## src/rtl/fft_pkg.sv

```systemverilog
// fft_pkg: shared FFT types, twiddle scale, complex field helpers and clog2
package fft_pkg;
  typedef enum logic {FILL, ISSUE} state_t;
  localparam int CW = 32;
  localparam int HW = CW / 2;
  localparam int TWID_ONE = 1 << (HW - 2);
  function automatic int twid_one(input int width);
    return 1 << (width / 2 - 2);
  endfunction
  function automatic int clog2(input int v);
    int r;
    r = 0;
    for (int i = 0; i < 32; i++) if ((1 << r) < v) r++;
    return r;
  endfunction
  function automatic logic signed [HW-1:0] c_re(input logic [CW-1:0] x);
    return x[CW-1:HW];
  endfunction
  function automatic logic signed [HW-1:0] c_im(input logic [CW-1:0] x);
    return x[HW-1:0];
  endfunction
  function automatic logic [CW-1:0] c_pack(input logic signed [HW-1:0] re, input logic signed [HW-1:0] im);
    return {re, im};
  endfunction
endpackage

```

## src/rtl/butterfly_feeder_if.sv

```systemverilog
// butterfly_feeder_if: sample input stream plus butterfly-side pair outputs
interface butterfly_feeder_if #(parameter int WIDTH = 32, parameter int MWIDTH = 1);
  logic [WIDTH-1:0] in_data;
  logic in_nd;
  logic [MWIDTH-1:0] in_m;
  logic in_ready;
  logic [WIDTH-1:0] xa;
  logic [WIDTH-1:0] xb;
  logic [WIDTH-1:0] w;
  logic x_nd;
  logic [MWIDTH-1:0] m_out;
  logic error;
  modport slave (input in_data, in_nd, in_m, output in_ready, xa, xb, w, x_nd, m_out, error);
  modport master (output in_data, in_nd, in_m, input in_ready, xa, xb, w, x_nd, m_out, error);
endinterface

```

## src/rtl/butterfly_feeder_twiddle_rom.sv

```systemverilog
// twiddle_rom: N/2-entry combinational W_N^k table (k -> w), built at elaboration
module twiddle_rom import fft_pkg::*; #(
  parameter int N = 8,
  parameter int WIDTH = 32
) (
  input  logic [clog2(N/2)-1:0] k,
  output logic [WIDTH-1:0]      w
);
  localparam int H = WIDTH / 2;
  localparam real ONE = real'(twid_one(WIDTH));
  logic [WIDTH-1:0] rom [N/2];
  for (genvar i = 0; i < N / 2; i++) begin : g
    localparam real A = 6.283185307179586 * i / N;
    localparam int RE = int'(ONE * $cos(A));
    localparam int IM = int'(-ONE * $sin(A));
    assign rom[i] = {RE[H-1:0], IM[H-1:0]};
  end
  assign w = rom[k];
endmodule

```

## src/rtl/butterfly_feeder.sv

```systemverilog
// butterfly_feeder: buffers one N-sample frame (E then O) and issues final-stage radix-2 pairs, one every two cycles; ports clk, rst_n, bus (slave)
module butterfly_feeder import fft_pkg::*; #(
  parameter int N = 8,
  parameter int LOG_N = 3,
  parameter int WIDTH = 32,
  parameter int MWIDTH = 1
) (
  input logic clk,
  input logic rst_n,
  butterfly_feeder_if.slave bus
);
  localparam int KW = LOG_N - 1;
  state_t state_q, state_d;
  logic [LOG_N-1:0] wr_cnt_q, wr_cnt_d;
  logic [KW-1:0] k_q, k_d;
  logic ph_q, ph_d, x_nd_q, x_nd_d, err_q, err_d;
  logic [MWIDTH-1:0] tag_q, tag_d, m_q, m_d;
  logic [WIDTH-1:0] xa_q, xa_d, xb_q, xb_d, w_q, w_d, w_rom;
  logic [WIDTH-1:0] mem_q [N];
  logic acc, last;
  twiddle_rom #(.N(N), .WIDTH(WIDTH)) u_rom (.k(k_q), .w(w_rom));
  assign acc = bus.in_nd && state_q == FILL;
  assign last = acc && wr_cnt_q == LOG_N'(N - 1);
  // Pair 0 never needs the final sample, so it goes out on the same edge that
  // accepts it; ph_q=1 then means "next edge is the idle half of pair k".
  always_comb begin
    state_d = state_q;
    k_d = k_q;
    ph_d = ph_q;
    wr_cnt_d = acc ? wr_cnt_q + 1'b1 : wr_cnt_q;
    tag_d = (acc && wr_cnt_q == '0) ? bus.in_m : tag_q;
    x_nd_d = last || (state_q == ISSUE && !ph_q);
    err_d = bus.in_nd && state_q == ISSUE;
    xa_d = x_nd_d ? mem_q[{1'b0, k_q}] : xa_q;
    xb_d = x_nd_d ? mem_q[{1'b1, k_q}] : xb_q;
    w_d = x_nd_d ? w_rom : w_q;
    m_d = x_nd_d ? tag_q : m_q;
    if (last) begin
      state_d = ISSUE;
      ph_d = 1'b1;
    end else if (state_q == ISSUE) begin
      ph_d = !ph_q;
      if (ph_q) begin
        k_d = k_q + 1'b1;
        state_d = k_q == KW'(N / 2 - 1) ? FILL : ISSUE;
      end
    end
  end
  always_ff @(posedge clk) begin
    if (!rst_n) begin
      state_q <= FILL;
      wr_cnt_q <= '0;
      k_q <= '0;
      ph_q <= 1'b0;
      tag_q <= '0;
      x_nd_q <= 1'b0;
      err_q <= 1'b0;
      xa_q <= '0;
      xb_q <= '0;
      w_q <= '0;
      m_q <= '0;
    end else begin
      state_q <= state_d;
      wr_cnt_q <= wr_cnt_d;
      k_q <= k_d;
      ph_q <= ph_d;
      tag_q <= tag_d;
      x_nd_q <= x_nd_d;
      err_q <= err_d;
      xa_q <= xa_d;
      xb_q <= xb_d;
      w_q <= w_d;
      m_q <= m_d;
    end
  end
  always_ff @(posedge clk) if (rst_n && acc) mem_q[wr_cnt_q] <= bus.in_data;
  assign bus.in_ready = state_q == FILL;
  assign bus.xa = xa_q;
  assign bus.xb = xb_q;
  assign bus.w = w_q;
  assign bus.x_nd = x_nd_q;
  assign bus.m_out = m_q;
  assign bus.error = err_q;
endmodule

```

## src/flat_wrapper.sv

```systemverilog
// flat-port wrapper written by rule: the top's interface ports become plain ports
module butterfly_feeder_flat import fft_pkg::*;
#(
  parameter int N = 8,
  parameter int LOG_N = 3,
  parameter int WIDTH = 32,
  parameter int MWIDTH = 1
)
  (clk, rst_n, bus_in_data, bus_in_nd, bus_in_m, bus_in_ready, bus_xa, bus_xb, bus_w, bus_x_nd, bus_m_out, bus_error);
  butterfly_feeder_if #(.WIDTH(WIDTH), .MWIDTH(MWIDTH)) bus_i ();
  input logic clk;
  input logic rst_n;
  input wire logic [$bits(bus_i.in_data)-1:0] bus_in_data;
  input wire logic [$bits(bus_i.in_nd)-1:0] bus_in_nd;
  input wire logic [$bits(bus_i.in_m)-1:0] bus_in_m;
  output wire logic [$bits(bus_i.in_ready)-1:0] bus_in_ready;
  output wire logic [$bits(bus_i.xa)-1:0] bus_xa;
  output wire logic [$bits(bus_i.xb)-1:0] bus_xb;
  output wire logic [$bits(bus_i.w)-1:0] bus_w;
  output wire logic [$bits(bus_i.x_nd)-1:0] bus_x_nd;
  output wire logic [$bits(bus_i.m_out)-1:0] bus_m_out;
  output wire logic [$bits(bus_i.error)-1:0] bus_error;
  assign bus_i.in_data = bus_in_data;
  assign bus_i.in_nd = bus_in_nd;
  assign bus_i.in_m = bus_in_m;
  assign bus_in_ready = bus_i.in_ready;
  assign bus_xa = bus_i.xa;
  assign bus_xb = bus_i.xb;
  assign bus_w = bus_i.w;
  assign bus_x_nd = bus_i.x_nd;
  assign bus_m_out = bus_i.m_out;
  assign bus_error = bus_i.error;
  butterfly_feeder #(.N(N), .LOG_N(LOG_N), .WIDTH(WIDTH), .MWIDTH(MWIDTH)) u_core (.clk(clk), .rst_n(rst_n), .bus(bus_i));
endmodule
```

## config.mk

```make
export PLATFORM = sky130hd
export DESIGN_NAME = butterfly_feeder_flat
export DESIGN_NICKNAME = d
export VERILOG_FILES = /design/src/rtl/fft_pkg.sv /design/src/rtl/butterfly_feeder_if.sv /design/src/rtl/butterfly_feeder_twiddle_rom.sv /design/src/rtl/butterfly_feeder.sv /design/src/flat_wrapper.sv
export SDC_FILE = /design/constraint.sdc
export NUM_CORES = 1
export LEC_CHECK = 0
export CAP_MARGIN = 25
export CELL_PAD_IN_SITES_DETAIL_PLACEMENT = 1
export CELL_PAD_IN_SITES_GLOBAL_PLACEMENT = 1
export CORE_MARGIN = 4
export CORE_UTILIZATION = 44
export DETAILED_ROUTE_END_ITERATION = 16
export HOLD_SLACK_MARGIN = 0.05
export PLACE_DENSITY = 0.86
export SYNTH_ARGS = -nofsm -noshare
export SYNTH_HDL_FRONTEND = slang
export SYNTH_SLANG_ARGS = --single-unit
```

## constraint.sdc

```tcl
create_clock -name clk -period 3.43 [get_ports clk]
set_input_delay 0.5145 -clock clk [delete_from_list [all_inputs] [get_ports clk]]
set_output_delay 0.5145 -clock clk [all_outputs]
set_load 0.01 [all_outputs]
```

Yosys cells after proc, flatten, opt, wreduce, memory -nomap -nowiden. Memory sizes are Yosys's and may differ from the RTL's. A register that Yosys moved wholly into a read port is not among the register bits. Index checks and enable logic that the tools add are counted.

Add/subtract/negate cells: 2. $lt $le $gt $ge: 1. Eq/ne operators: 2. Muxes and demuxes: 11. Bitwise operators: 3. Reductions and logical operators: 13.

Operator list (count): $bmux W32 S2 (1); $mux W32 (2); $mux W1 (8); $logic_and A1 B1 Y1 (6); $add A3 B1 Y3 const B (1); $eq A3 B3 Y1 const B (1); $ge A3 B3 Y1 const B (1); $logic_not A1 Y1 (3); $logic_not A3 Y1 (1); $not A2 Y3 (1); $reduce_and A3 Y1 (1); $add A2 B1 Y2 const B (1); $eq A2 B2 Y1 const B (1); $not A1 Y1 (2); $reduce_bool A2 Y1 (1); $logic_or A1 B1 Y1 (1).

Register bits: 43. Bits in writable memories: 256. Bits of input ports: 36. Output and inout port bits: 100. Logic and storage cells: 42. Memories kept: 1.

Memories: u_core.mem_q (words 8, bits a word 32, rd ports 2, clocked after Yosys merged registers in 2, wr ports 1, RTL line butterfly_feeder.sv:19) `logic [WIDTH-1:0] mem_q [N];`.

Logic depth before layout (Yosys ltp). Gate-level depths: netlist (run 1).

Word-level depth: 5. Gate-level depth with buffers: 7. Mapped depth without buffers: 5.

Modules after synthesis. A second synthesis (run 1) with hierarchy kept.

Cells, all modules: 792. Area, all modules: 13456.7 um^2.

Modules (own cells, without submodules): butterfly_feeder (times used 1, cells an instance 756, area each 13190.2 um^2, sequential area each 9829.4 um^2); twiddle_rom (times used 1, cells an instance 36, area each 266.5 um^2, sequential area each 0.0 um^2).

Worst setup path before layout (run 1). Ideal clock, no wire load.

Kind: input port to flip-flop. Start point: input port rst_n. End point: memory u_core.mem_q[1][0], enable pin. Setup time: 0.461 ns. Data arrival time: 3.148 ns. Required time: 2.969 ns. Path slack: -0.179 ns. Cell stages on the path: 3. Path buffers: 0. Cells stage by stage: nand2_1 or3_1 nor3_1.

Word-level cells in the longest chain between the ends: 3.

RTL lines: start, declared (RTL line flat_wrapper.sv:12) `input logic rst_n;`; $logic_and A1 B1 Y1 (RTL line butterfly_feeder.sv:76) `always_ff @(posedge clk) if (rst_n && acc) mem_q[wr_cnt_q] <= bus.in_data;`; $mux W1 (RTL line butterfly_feeder.sv:76); $mux W1 (implied by the code) (RTL line butterfly_feeder.sv:76); end, declared (RTL line butterfly_feeder.sv:19).

Every way passes these cells.

Final worst setup path (run 1).
Start point: input port rst_n. End point: memory u_core.mem_q[7][31], enable pin.

The elaborated chain is that of the path after synthesis.

==> run_results.csv, run 1 <==
group,metric,value,unit
logic_synthesis,synth_edf_count,256,
critical_path,worstRegToRegCells,6,
power_and_ir_drop,p_seq_frac,0.532,
finish,syn2layout_area_growth,22.7,%
floorplan,core-area,0.0271,mm2
routing,drt_iter0_markers,434,
timing,worst_slew_pin_slew,1.03,ns
critical_path,start_kind,"input pin",
timing,fin_crit,2.40,ns
critical_path,worstPathRequired,3.64,ns
floorplan,io_pins,136,
timing,skew,0.0185,ns
critical_path,cp_num_buf_inv,2,
logic_synthesis,synth_area,0.0122,mm2
critical_path,max_stage_delay,0.60,ns
timing,tns,0,ns
logic_synthesis,synth-seq-cells,336,
timing,rsz0062_at_grt,"false",
routing,drc_errors,0,
logic_synthesis,yosysWarnings,0,
floorplan,initial_core_util,0.449,
clock_network,cts_hold_buffers,0,
hold_path,hp-start,"u_core.bus.m_out$_SDFFE_PN0P_",
clock_network,numClockSinks,336,
place,dp_hpwl,17.1,mm
power_and_ir_drop,max-vdd-ir-drop,352,uV
power_and_ir_drop,p_sw_frac,0.197,
grt,gr-total-overflow,0,
logic_synthesis,synth_ff_type,"edfxtp_1",
logic_synthesis,postSynth.asyncResetShare,0,
clock_network,clk_pin_slew,0.06,ns
floorplan,die_area,0.0304,mm2
routing,wl_per_cell,24.5,um
timing,finalCritPeriodShare,0.700,
timing,setup_viol_count_final,0,
routing,vias_per_cell,5.36,
finish,layout_common_cells,"edfxtp_1, clkdlybuf4s50_1, dfxtp_1",
power_and_ir_drop,switchingPower,1.65,mW
hold_path,hold_path_end,"u_core.bus.m_out$_SDFFE_PN0P_",
grt,grt_pass1_wl,42.2,mm
timing,finalHoldViolations,0,
grt,grt_max_degree,68,
routing,ant_nets,0,
routing,drtPass1Iterations,5,
logic_synthesis,yosysUniqueCellTypes,31,
critical_path,slowest_stage,"clkdlybuf4s50_1",
clock_network,htreeDepth,2,
hold_path,holdPathStages,2,
place,placed_area,0.0138,mm2
routing,drt-total-wl,27.4,mm
critical_path,crit_fanout,20,
grt,track_usage,0.182,
logic_synthesis,avgSynthCellArea,20.5,um2
place,routabilityCongestion,0.704,
grt,antenna_found_initial,0,
hold_path,hold_class,"reg -> reg",
clock_network,clock-root-buffer,"clkbuf_16",
clock_network,cts_made_buffers,35,
timing,whs,0.471,ns
logic_synthesis,seq_area_frac_synth,0.764,
routing,num_vias,6001,
timing,slew_violations,0,
critical_path,worstReg2RegEnd,"u_core.bus.xb[6]$_SDFFE_PN0P_",
critical_path,crit_type,"in -> reg",
floorplan,die_h,174,um
finish,antenna_cells,0,
grt,grt_pass1_vias,6726,
place,port_buffers,130,
power_and_ir_drop,power_frac_comb,0.024,
clock_network,clk_path_buf_depth,3,
power_and_ir_drop,pwr-share-clk,0.445,
critical_path,arrival,2.61,ns
timing,max_freq,417,MHz
finish,nets,764,
finish,layout_commonest_cell,"edfxtp_1",
critical_path,end_kind,"flop",
power_and_ir_drop,leakage,4.83,nW
logic_synthesis,syn_inst,593,
critical_path,r2r_slack,1.05,ns
outcome,run_status,"finished, final reports clean",
critical_path,cp_top_family,"simple AND/OR/NAND/NOR gates",
finish,fin_area,0.0149,mm2
timing,fin_ws,1.03,ns
floorplan,die_w,174,um
run,drv_cap,0,
clock_network,cts.repair.resized,0,
clock_network,clkLatencyLatePin,0.52,ns
critical_path,reg2reg_from,"u_core.wr_cnt_q[1]$_SDFFE_PN0P_",
power_and_ir_drop,p_per_area,560,mW/mm2
timing,relSlewSlack,0.310,
place,preCtsSetupSlack,0.458,ns
floorplan,fp-row-count,60,
finish,drive_above_1_share,0.197,
power_and_ir_drop,p_int,6.70,mW
critical_path,cp_cell_sequence,"clkdlybuf4s50_1, nand2_1, or3_1, nor2_4, buf_12",
clock_network,cts_tree,"done",
clock_network,cts_setup_buffers,0,
cells by family (layout without fill, tap and decap cells):
kind of cell,count (synthesis),in the layout,share of synthesized area
AO/OA/AOI/OAI,79,79,0.0539
XOR/XNOR,2,2,0.00144
adder cells (fa/ha/maj),6,6,0.00617
buffers and inverters,64,215,0.0364
flip-flops,336,336,0.764
multiplexers,67,67,0.121
other,1,5,0.000308
AND/OR/NAND/NOR,38,38,0.0173
area by class of cell:
class	count	area [um2]
clock buffers	47	962
clock inverters	16	169
fillers	2386	12200
inverters	6	22.5
multi-input cells	197	2530
flip-flops and latches	336	9300
well taps	372	465
repair buffers	146	1480
cells in the mapped netlist (3+ instances only):
master      n  area, um2
a22o_2      4       40.0
ha_1        6       75.1
dfxtp_1    80       1600
mux2i_1     3       30.0
nand2_1     7       26.3
nand3_1     6       30.0
nor2_1     12       45.0
mux4_2     64       1440
edfxtp_1  256       7690
o21ai_0     6       30.0
clkbuf_1    5       18.8
buf_2      12       60.1
buf_6      11        124
a21oi_1     6       30.0
a22o_1     60        526
inv_1       6       22.5
buf_4      28        210
through the flow:
step	total power [mW]	utilization	instances
after floorplan	4.60	-	597
after global placement	4.70	0.509	1057
after detailed placement	4.73	0.509	1057
final	8.35	0.551	1120
after global routing	8.64	0.551	1120
after CTS	8.43	0.551	1120
layer usage:
metal	global-route usage	part of all wire	up-vias	wire length (um)
met5	0	0	-	0
met4	0.0472	0.019	0	510
met3	0.0320	0.048	35	1310
met2	0.324	0.53	187	14500
met1	0.232	0.41	3148	11100
li1	-	-	2631	-
worst reg2reg max path: stages (launching register included):
cell     delay, ns
dfxtp_1       0.42
ha_1          0.25
ha_1          0.25
and3b_1       0.32
nor3_4        0.59
buf_12        0.28
a22o_1        0.22
how the worst max path moves through the flow:
| stage | cells after the start | slack [ns] | endpoint | startpoint |
|---|---|---|---|---|
| final | 5 | 1.03 | u_core.mem_q[7][31]$_DFFE_PP_ | rst_n |
| after global routing | 6 | 0.94 | u_core.bus.xa[9]$_SDFFE_PN0P_ | u_core.wr_cnt_q[1]$_SDFFE_PN0P_ |
| after CTS | 5 | 0.99 | u_core.mem_q[7][24]$_DFFE_PP_ | bus_in_nd |
| after detailed placement | 5 | 0.46 | u_core.mem_q[7][25]$_DFFE_PP_ | bus_in_nd |
| after global placement | 5 | 0.66 | u_core.mem_q[7][30]$_DFFE_PP_ | bus_in_nd |
| after floorplan | 3 | 0.68 | u_core.mem_q[7][0]$_DFFE_PP_ | rst_n |
state kept, by name, summed over array words and instances (netlist names), 2 cells and up:
register         count
u_core.wr_cnt_q      3
u_core.bus.xa       32
u_core.mem_q       256
u_core.k_q           2
u_core.bus.xb       32
u_core.bus.w         5
power groups by stage:
stage | Clock, mW | Sequential [mW] | Combinational (mW)
global route | 3.99 | 4.44 | 0.213
CTS | 3.79 | 4.44 | 0.200
floorplan | 0 | 4.52 | 0.0791
detailed placement | 0 | 4.53 | 0.199
finish | 3.72 | 4.44 | 0.198
global placement | 0 | 4.52 | 0.185
No activity file was read; power rests on OpenSTA's default activity.
==> run 2: changes to the inputs <==
Clock period 3.43 ns to 1.99 ns, I/O delays scaled along.
==> run 2 against run 1 <==
Compared with the run above:
- register-to-register slack lost 0.96 ns
- clock-buffer cell count grew 3
- via count up 3.5%
- global-route usage grew 0.88 points
- sequential share of layout area fell by 1.2 points
- cell count rose by 2.2%
- power increased by 71%
- first-iteration DRC count grew 32%
- largest cell class unchanged
- combinational power is 97% higher
- hold slack got worse by 0.015 ns
- critical path type is now reg -> reg
- non-clock buffer count is 20 higher
==> run_results.csv, run 2 (synthesized netlist as in run 1, its figures left out) <==
group,metric,value,unit
floorplan,die_h,174,um
clock_network,cts_tree,"done",
critical_path,crit_type,"reg -> reg",
critical_path,crit_start,"u_core.wr_cnt_q[0]$_SDFFE_PN0P_",
routing,drt-total-wl,29.1,mm
clock_network,numClockSinks,336,
power_and_ir_drop,max-vdd-ir-drop,861,uV
timing,tns,0,ns
grt,track_usage,0.191,
clock_network,clk_pin_slew,0.06,ns
critical_path,crit_fanout,22,
critical_path,end_kind,"flop",
outcome,run_status,"finished, final reports clean",
hold_path,hp-start,"bus_in_m",
grt,antenna_found_initial,2,
finish,drive_above_1_share,0.223,
timing,whs,0.457,ns
hold_path,holdPathStages,3,
finish,num-fill-cells,2366,
place,dp_hpwl,18.9,mm
finish,layout_common_cells,"edfxtp_1, clkdlybuf4s50_1, dfxtp_1",
place,placed_area,0.0141,mm2
routing,drc_errors,0,
timing,slew_violations,0,
floorplan,io_pins,136,
clock_network,clock-root-buffer,"clkbuf_16",
place,routabilityCongestion,0.782,
clock_network,clkLatencyLatePin,0.51,ns
grt,grt_pass1_vias,6807,
hold_path,hold_class,"in -> reg",
place,port_buffers,130,
timing,setup_viol_count_final,0,
critical_path,start_kind,"flop",
routing,vias_per_cell,5.42,
clock_network,cts.repair.resized,0,
critical_path,worstPathRequired,2.44,ns
timing,max_freq,527,MHz
critical_path,worstRegToRegCells,6,
floorplan,fp-row-count,60,
power_and_ir_drop,finalPower,14.3,mW
routing,ant_nets,0,
power_and_ir_drop,leakage,4.95,nW
floorplan,core-area,0.0271,mm2
routing,num_vias,6209,
clock_network,htreeDepth,2,
finish,fin_area,0.0152,mm2
critical_path,reg2reg_from,"u_core.wr_cnt_q[0]$_SDFFE_PN0P_",
routing,drt_iter0_markers,572,
clock_network,cts_made_buffers,36,
run,drv_cap,0,
power_and_ir_drop,p_per_area,938,mW/mm2
grt,grt_pass1_wl,43.8,mm
finish,layout_commonest_cell,"edfxtp_1",
routing,drtPass1Iterations,5,
finish,largest_reg_flops,256,
clock_network,cts_hold_buffers,0,
grt,gr-total-overflow,0,
finish,syn2layout_area_growth,25.2,%
critical_path,arrival,2.35,ns
timing,finalCritPeriodShare,0.954,
clock_network,cts_setup_buffers,0,
timing,skew,0.0123,ns
timing,fin_crit,1.90,ns
clock_network,clk_path_buf_depth,3,
floorplan,die_area,0.0304,mm2
finish,nets,785,
grt,grt_max_degree,43,
floorplan,initial_core_util,0.449,
finish,regMostFlops,"u_core.mem_q",
routing,wl_per_cell,25.4,um
timing,finalHoldViolations,0,
floorplan,die_w,174,um
-- run 2: worst paths after layout --
check	to	slack, ns
max	u_core.bus.xa[26]$_SDFFE_PN0P_	0.09
min	u_core.tag_q$_SDFFE_PN0P_	0.46
max reg2reg	u_core.bus.xa[26]$_SDFFE_PN0P_	0.09
min reg2reg	u_core.bus.xa[19]$_SDFFE_PN0P_	0.48
-- run 2: metal layers --
| metal | GRT usage | up-vias | part of all wire |
|---|---|---|---|
| met3 | 0.0326 | 38 | 0.043 |
| met4 | 0.0620 | 0 | 0.022 |
| met2 | 0.344 | 209 | 0.55 |
| met5 | 0 | - | 0 |
| li1 | - | 2676 | - |
| met1 | 0.234 | 3286 | 0.39 |
-- run 2: final cells by class --
class                      count  area, um2  share of cell area
antenna                        2       5.00            0.000328
clock buffer                  50        995              0.0653
clock inverter                16        115             0.00756
inverter                       6       22.5             0.00148
multi-input combinational    197       2540               0.167
sequential                   336       9300               0.610
tap                          372        465              0.0305
timing repair buffer         166       1800               0.118
-- run 2: per-stage QoR --
step | util | std cells | setup slack (ns)
floorplan | - | 597 | -0.143
global placement | 0.521 | 1077 | -0.148
detailed placement | 0.521 | 1077 | -0.224
CTS | 0.562 | 1143 | 0.0260
global route | 0.562 | 1145 | -0.0156
finish | 0.562 | 1145 | 0.0920
-- run 2: worst max-delay path, cell delays in order (launching register included) --
cell and delay [ns]:
dfxtp_1 0.37, ha_1 0.24, ha_1 0.25, and3b_1 0.24, nor3_4 0.21, buf_4 0.31
a22o_1 0.20
-- run 2: power by group --
| group | internal [mW] | leakage [nW] | switching, mW |
|---|---|---|---|
| clock network | 3.64 | 0.537 | 2.60 |
| registers | 7.62 | 2.96 | 0.0282 |
| logic | 0.154 | 1.46 | 0.236 |
| total | 11.4 | 4.95 | 2.87 |
